--- config.mk ---
export PLATFORM = sky130hd
export DESIGN_NAME = bmu_search
export DESIGN_NICKNAME = d
export VERILOG_FILES = /design/src/rtl/bmu_search_pkg.sv /design/src/rtl/bmu_search_min2_tracker.sv /design/src/rtl/bmu_search.sv
export SDC_FILE = /design/constraint.sdc
export NUM_CORES = 1
export LEC_CHECK = 0
export CELL_PAD_IN_SITES_DETAIL_PLACEMENT = 1
export CELL_PAD_IN_SITES_GLOBAL_PLACEMENT = 1
export CORE_MARGIN = 2
export CORE_UTILIZATION = 30
export CTS_BUF_LIST = sky130_fd_sc_hd__clkbuf_8
export CTS_CLUSTER_DIAMETER = 100
export CTS_CLUSTER_SIZE = 16
export DETAILED_ROUTE_END_ITERATION = 16
export PLACE_DENSITY = 0.82
export SLEW_MARGIN = 20
export SYNTH_ARGS = -nofsm -noshare
export SYNTH_HDL_FRONTEND = slang
export SYNTH_SLANG_ARGS = --single-unit
--- constraint.sdc ---
create_clock -name clk -period 2.48 [get_ports clk]
set_input_delay 0.372 -clock clk [delete_from_list [all_inputs] [get_ports clk]]
set_output_delay 0.372 -clock clk [all_outputs]
set_load 0.01 [all_outputs]
--- src/rtl/bmu_search_pkg.sv ---
// Shared types and constants for the GAM winner-search stage.
package bmu_search_pkg;

  localparam int unsigned MAX_NODES = 64;
  localparam int unsigned NODE_ID_W = 6;
  localparam int unsigned CNT_W     = NODE_ID_W + 1;
  localparam int unsigned VEC_DIM   = 4;
  localparam int unsigned ELEM_W    = 16;
  localparam int unsigned ED_W      = 32;

  localparam logic [ED_W-1:0] ED_MAX = 32'hFFFF_FFFF;

  typedef logic [NODE_ID_W-1:0] node_id_T;
  typedef logic [VEC_DIM-1:0][ELEM_W-1:0] node_vector_T;

  typedef struct packed {
    logic            valid;
    node_id_T        id;
    logic [ED_W-1:0] ed;
  } bmu_result_T;

  localparam bmu_result_T RESULT_RST = '{valid: 1'b0, id: '0, ed: ED_MAX};

  typedef enum logic [1:0] {
    S_IDLE,
    S_FETCH,
    S_DRAIN,
    S_DONE
  } bmu_state_T;

  // Limit the requested scan length to the physical node memory size.
  function automatic logic [CNT_W-1:0] clamp_nodes(input logic [CNT_W-1:0] n);
    return (n > CNT_W'(MAX_NODES)) ? CNT_W'(MAX_NODES) : n;
  endfunction

endpackage

--- src/rtl/bmu_search_min2_tracker.sv ---
// Keeps the best and second-best (id, ED) pairs seen during a scan.
module min2_tracker
  import bmu_search_pkg::*;
(
  input  logic            clk,
  input  logic            rst,
  input  logic            clear_i,
  input  logic            valid_i,
  input  logic            active_i,
  input  node_id_T        id_i,
  input  logic [ED_W-1:0] ed_i,
  output bmu_result_T     winner_o,
  output bmu_result_T     second_o
);

  bmu_result_T win_q;
  bmu_result_T sec_q;
  bmu_result_T node_c;

  assign node_c = '{valid: 1'b1, id: id_i, ed: ed_i};

  // Strict compares: on equal EDs the earlier (lower) index keeps its place.
  always_ff @(posedge clk) begin
    if (rst || clear_i) begin
      win_q <= RESULT_RST;
      sec_q <= RESULT_RST;
    end else if (valid_i && active_i) begin
      if (ed_i < win_q.ed) begin
        sec_q <= win_q;
        win_q <= node_c;
      end else if (!sec_q.valid || (ed_i < sec_q.ed)) begin
        sec_q <= node_c;
      end
    end
  end

  assign winner_o = win_q;
  assign second_o = sec_q;

endmodule

--- src/rtl/bmu_search.sv ---
// Sequential BMU search: streams node weights to ED_calculator and ranks the returned EDs.
module bmu_search
  import bmu_search_pkg::*;
(
  input  logic             clk,
  input  logic             rst,
  input  logic             start,
  input  node_vector_T     x_in,
  input  logic [CNT_W-1:0] num_nodes,
  output logic             busy,
  output logic             mem_rd_en,
  output node_id_T         mem_rd_addr,
  input  node_vector_T     mem_rd_data,
  input  logic             mem_rd_active,
  output node_vector_T     x_out,
  output node_vector_T     w_out,
  input  logic [ED_W-1:0]  ed_in,
  output logic             done,
  output logic             winner_valid,
  output node_id_T         winner_id,
  output logic [ED_W-1:0]  winner_ed,
  output logic             second_valid,
  output node_id_T         second_id,
  output logic [ED_W-1:0]  second_ed
);

  bmu_state_T       state_q;
  logic             busy_q;
  logic             done_q;
  logic             rd_en_q;
  node_id_T         rd_addr_q;
  node_id_T         last_addr_q;
  logic             drain_q;
  node_vector_T     x_q;
  node_vector_T     w_q;
  logic             pend_q;
  node_id_T         pend_id_q;
  logic             b_valid_q;
  logic             b_active_q;
  node_id_T         b_id_q;

  logic             start_acc_c;
  logic [CNT_W-1:0] n_clamp_c;
  bmu_result_T      winner_c;
  bmu_result_T      second_c;

  assign start_acc_c = (state_q == S_IDLE) && start;
  assign n_clamp_c   = clamp_nodes(num_nodes);

  // Control FSM plus the read pipeline: address -> memory data -> w_out -> compare.
  always_ff @(posedge clk) begin
    if (rst) begin
      state_q     <= S_IDLE;
      busy_q      <= 1'b0;
      done_q      <= 1'b0;
      rd_en_q     <= 1'b0;
      rd_addr_q   <= '0;
      last_addr_q <= '0;
      drain_q     <= 1'b0;
      x_q         <= '0;
      w_q         <= '0;
      pend_q      <= 1'b0;
      pend_id_q   <= '0;
      b_valid_q   <= 1'b0;
      b_active_q  <= 1'b0;
      b_id_q      <= '0;
    end else begin
      pend_q     <= rd_en_q;
      pend_id_q  <= rd_addr_q;
      b_valid_q  <= pend_q;
      b_active_q <= mem_rd_active;
      b_id_q     <= pend_id_q;
      if (pend_q) begin
        w_q <= mem_rd_data;
      end
      done_q <= 1'b0;

      case (state_q)
        S_IDLE: begin
          if (start) begin
            x_q <= x_in;
            if (n_clamp_c == '0) begin
              state_q <= S_DONE;
              done_q  <= 1'b1;
            end else begin
              state_q     <= S_FETCH;
              busy_q      <= 1'b1;
              rd_en_q     <= 1'b1;
              rd_addr_q   <= '0;
              last_addr_q <= NODE_ID_W'(n_clamp_c - CNT_W'(1));
            end
          end
        end
        S_FETCH: begin
          if (rd_addr_q == last_addr_q) begin
            rd_en_q <= 1'b0;
            drain_q <= 1'b0;
            state_q <= S_DRAIN;
          end else begin
            rd_addr_q <= rd_addr_q + NODE_ID_W'(1);
          end
        end
        S_DRAIN: begin
          // Two cycles let the last node reach the compare stage.
          if (drain_q) begin
            state_q <= S_DONE;
            busy_q  <= 1'b0;
            done_q  <= 1'b1;
          end else begin
            drain_q <= 1'b1;
          end
        end
        S_DONE: begin
          state_q <= S_IDLE;
        end
        default: begin
          state_q <= S_IDLE;
        end
      endcase
    end
  end

  min2_tracker u_min2 (
    .clk      (clk),
    .rst      (rst),
    .clear_i  (start_acc_c),
    .valid_i  (b_valid_q),
    .active_i (b_active_q),
    .id_i     (b_id_q),
    .ed_i     (ed_in),
    .winner_o (winner_c),
    .second_o (second_c)
  );

  assign busy         = busy_q;
  assign done         = done_q;
  assign mem_rd_en    = rd_en_q;
  assign mem_rd_addr  = rd_addr_q;
  assign x_out        = x_q;
  assign w_out        = w_q;
  assign winner_valid = winner_c.valid;
  assign winner_id    = winner_c.id;
  assign winner_ed    = winner_c.ed;
  assign second_valid = second_c.valid;
  assign second_id    = second_c.id;
  assign second_ed    = second_c.ed;

endmodule

==> impl_metrics.py <==
metrics = {
    "grt": {
        "grt_max_degree": 72,
        "grt-ovfl-total": 0,
        "grt_usage_pct": 20.8,
        "grt_pass1_wl_um": 60300,
        "grt_pass1_vias": 11100,
        "grt_antenna_before_repair": 0,
    },
    "detailed_routing": {
        "drtAntennaViolNets": 0,
        "dr_total_vias": 10400,
        "drcViolationCount": 0,
        "wl_per_cell_um": 19.9,
        "vias_per_cell": 4.98,
        "drtIter0Drc": 382,
        "drt_pass1_iterations": 5,
        "totalWireLength_um": 41800,
    },
    "sta": {
        "tightest_slew_ns": 0.583,
        "rsz0062_at_grt": "true",
        "tns_ns": -5.84,
        "fin_skew_ns": 0.0334,
        "fin_hold_ws_ns": 0.260,
        "finalHoldViolCount": 0,
        "maxSlewHeadroom_pct": 61.1,
        "finalCritPeriodShare_pct": 108,
        "slew_violations": 0,
        "max_freq_mhz": 374,
        "setup_slack_ns": -0.192,
        "setup_violations": 64,
        "post-route-min-period_ns": 2.67,
    },
    "setup_path": {
        "reg2reg_depth": 10,
        "cpPeakStageDelay_ns": 0.39,
        "cp-end-kind": "flop",
        "critPathMaxFanout": 8,
        "r2r_start": "u_min2.second_o[21]",
        "worstSetupStartpointType": "flop",
        "crit_buf_inv": 2,
        "critPathKind": "flop to flop",
        "r2r_slack_ns": -0.19,
        "critPathTopFamily": "simple AND/OR/NAND/NOR gates",
        "path_cells": "inv_1, ha_1, and4_4, nor4bb_4, nand4_1, a31o_2, a2bb2oi_4, nor2_4, clkbuf_16, a22oi_1",
        "reg2reg_to": "u_min2.second_o[31]",
        "cp.required_ns": 2.94,
        "cp_slowest_cell": "dfxtp_2",
        "crit_arrival_ns": 3.13,
    },
    "pwr": {
        "swShare_pct": 33.5,
        "seqPwrFrac_pct": 46.1,
        "max-vdd-ir-drop_uv": 430,
        "internal_power_uw": 6450,
        "p_clk_share_pct": 20.8,
        "p_switching_uw": 3250,
        "p_per_area_nw_per_um2": 584,
        "leakage_uw": 0.00703,
        "p_comb_share_pct": 33.0,
    },
    "place": {
        "globalplace.congestion": 0.829,
        "dpl.hpwl_um": 28400,
        "io_buffer_count": 385,
    },
    "clock_tree": {
        "clk_pin_slew_ns": 0.12,
        "clock-root-buffer": "clkbuf_8",
        "cts_hold_buf": 0,
        "clk_latency_ns": 0.56,
        "tritoncts": "built",
        "htreeDepth": 1,
        "clk_path_buf_depth": 3,
        "cts_made_buffers": 18,
        "numClockSinks": 239,
    },
    "hold_path": {
        "hp-class": "primary input to flop",
        "min-delay-start": "rst",
        "whs_path_depth": 2,
        "min_to": "pend_id_q[1]",
    },
    "floorplan": {
        "fp.dieH_um": 190,
        "start_util_pct": 30.2,
        "die_w_um": 190,
        "io_pins": 386,
        "coreArea_um2": 34300,
        "die_area_um2": 36100,
        "num_rows": 68,
    },
    "synth": {
        "synth_enable_flop_cells": 0,
        "synth_top_flop_cell": "dfxtp_1",
        "synth.net_count": 1408,
        "synth_seq_area_share_pct": 46.1,
        "syn_area_per_cell_um2": 8.87,
        "yosys_warnings": 0,
        "synth_cells": 1169,
        "synth-seq-cells": 239,
        "synth.cell_area_um2": 10400,
        "async_flop_share_pct": 0,
        "synth_cell_types": 50,
    },
    "outcome": {
        "violations": "negative setup slack",
        "status": "finished, violations left",
    },
    "cells_and_area": {
        "fin_util_pct": 48.4,
        "nets": 1878,
        "drive_gt1_share_pct": 15.6,
        "area_delta_synth_final_pct": 60.1,
        "antenna_cells": 0,
    },
    "flow_run": {
        "drv_cap": 0,
    },
}
per-stage QoR:
step / area, µm² / std cells / setup slack [ns] / power [µW]
after floorplan: 10400 / 1169 / 0.00327 / 6040
after global placement: 15400 / 2043 / -0.583 / 7550
after detailed placement: 15400 / 2043 / -0.718 / 7670
after CTS: 16100 / 2077 / -0.00645 / 9750
after global routing: 16600 / 2095 / -0.300 / 10300
final: 16600 / 2095 / -0.192 / 9700
cell families (layout without fill, tap and decap cells):
kind of cell	Yosys count	count (layout)	synth area share (%)
AOI/OAI and AO/OA	226	226	13.9
xor gates and xnor gates	13	13	1.10
adders and majority gates	68	68	8.20
buffers and inverters	139	610	5.30
DFF	239	239	46.1
muxes	104	104	10.0
and+or+nand+nor	380	380	15.3
final cells by class:
| class | instances | area (µm²) |
|---|---|---|
| multi-input combinational | 791 | 5490 |
| fill | 3843 | 17700 |
| clock buffer | 19 | 262 |
| timing repair buffer | 516 | 5180 |
| sequential | 239 | 4820 |
| tap | 455 | 569 |
| inverter | 73 | 274 |
| clock inverter | 2 | 7.51 |
registers in the layout, summed over array words and instances (netlist names):
signal,count
pend_id_q,6
b_valid_q,1
pend_q,1
drain_q,1
state_q,2
w_out,64
b_active_q,1
busy,1
b_id_q,6
done,1
x_out,64
u_min2.winner_o,39
u_min2.second_o,39
mem_rd_addr,6
mem_rd_en,1
last_addr_q,6
worst max-delay path by stage:
stage / from / endpoint / slack (ns) / cells past startpoint
global route: u_min2.second_o[21] / u_min2.second_o[36] / -0.30 / 10
floorplan: u_min2.winner_o[7] / u_min2.second_o[18] / 0.003 / 11
detailed placement: ed_in[25] / u_min2.winner_o[23] / -0.72 / 11
finish: u_min2.second_o[21] / u_min2.second_o[31] / -0.19 / 10
CTS: u_min2.winner_o[23] / u_min2.winner_o[23] / -0.006 / 11
global placement: ed_in[25] / u_min2.second_o[20] / -0.58 / 10
synthesized netlist by cell type (8+ instances only):
cell type	number	area (µm²)
dfxtp_1	239	4780
nand2_1	182	683
nor2_1	133	499
mux2i_1	104	1040
a21oi_1	97	485
inv_1	73	274
ha_1	68	851
clkbuf_1	46	173
a22oi_1	35	263
o211ai_1	32	240
o21ai_0	22	110
nor2b_1	21	131
a211oi_1	14	105
buf_1	9	33.8
nand4_1	9	56.3
xor2_1	9	78.8
nor3_1	8	40.0
timing repair:
action,CTS,global route
setup buffers,10,10
setup endpoints to repair,77,78
pin swaps,17,32
gates resized for setup,56,75
cloned,3,8
metal layers:
metal	share of wire (%)	vias to the layer above	track usage [%]
li1	-	4895	-
met1	38	5072	23.5
met2	51	380	38.3
met3	7.9	89	6.01
met4	3.3	0	5.37
met5	0	-	0
layout by cell type, fill, tap and decap left out, types with 4 or more instances in the layout:
cell type          n
clkbuf_16          6
o211ai_1          32
nor3_1             8
mux2i_1          103
a211oi_1           9
ha_4              13
dfxtp_1          215
a21o_1             4
nand2b_1           5
clkbuf_8          19
buf_4             99
buf_12            13
xor2_1             9
a22oi_2           10
nor2b_1           20
nand2_4            4
nor2_4             4
nor2_1           128
dfxtp_2           23
inv_1             69
xnor2_1            4
buf_6             11
nand2_2           15
nand4_1            9
a22oi_1           25
a211oi_2           4
nand2_1          163
a21oi_1           95
o21ai_0           17
clkdlybuf4s50_1  383
ha_1              54
inv_2              6
nand3_1            5
power groups by stage:
stage | registers (µW) | logic, µW | clock network, µW
4_1_cts | 4480 | 3160 | 2110
2_1_floorplan | 4650 | 1390 | 0
5_1_grt | 4530 | 3490 | 2240
3_3_place_gp | 4540 | 3020 | 0
3_5_place_dp | 4560 | 3110 | 0
6_report | 4480 | 3200 | 2020
Note: power is estimated with default switching activity, not from simulation.
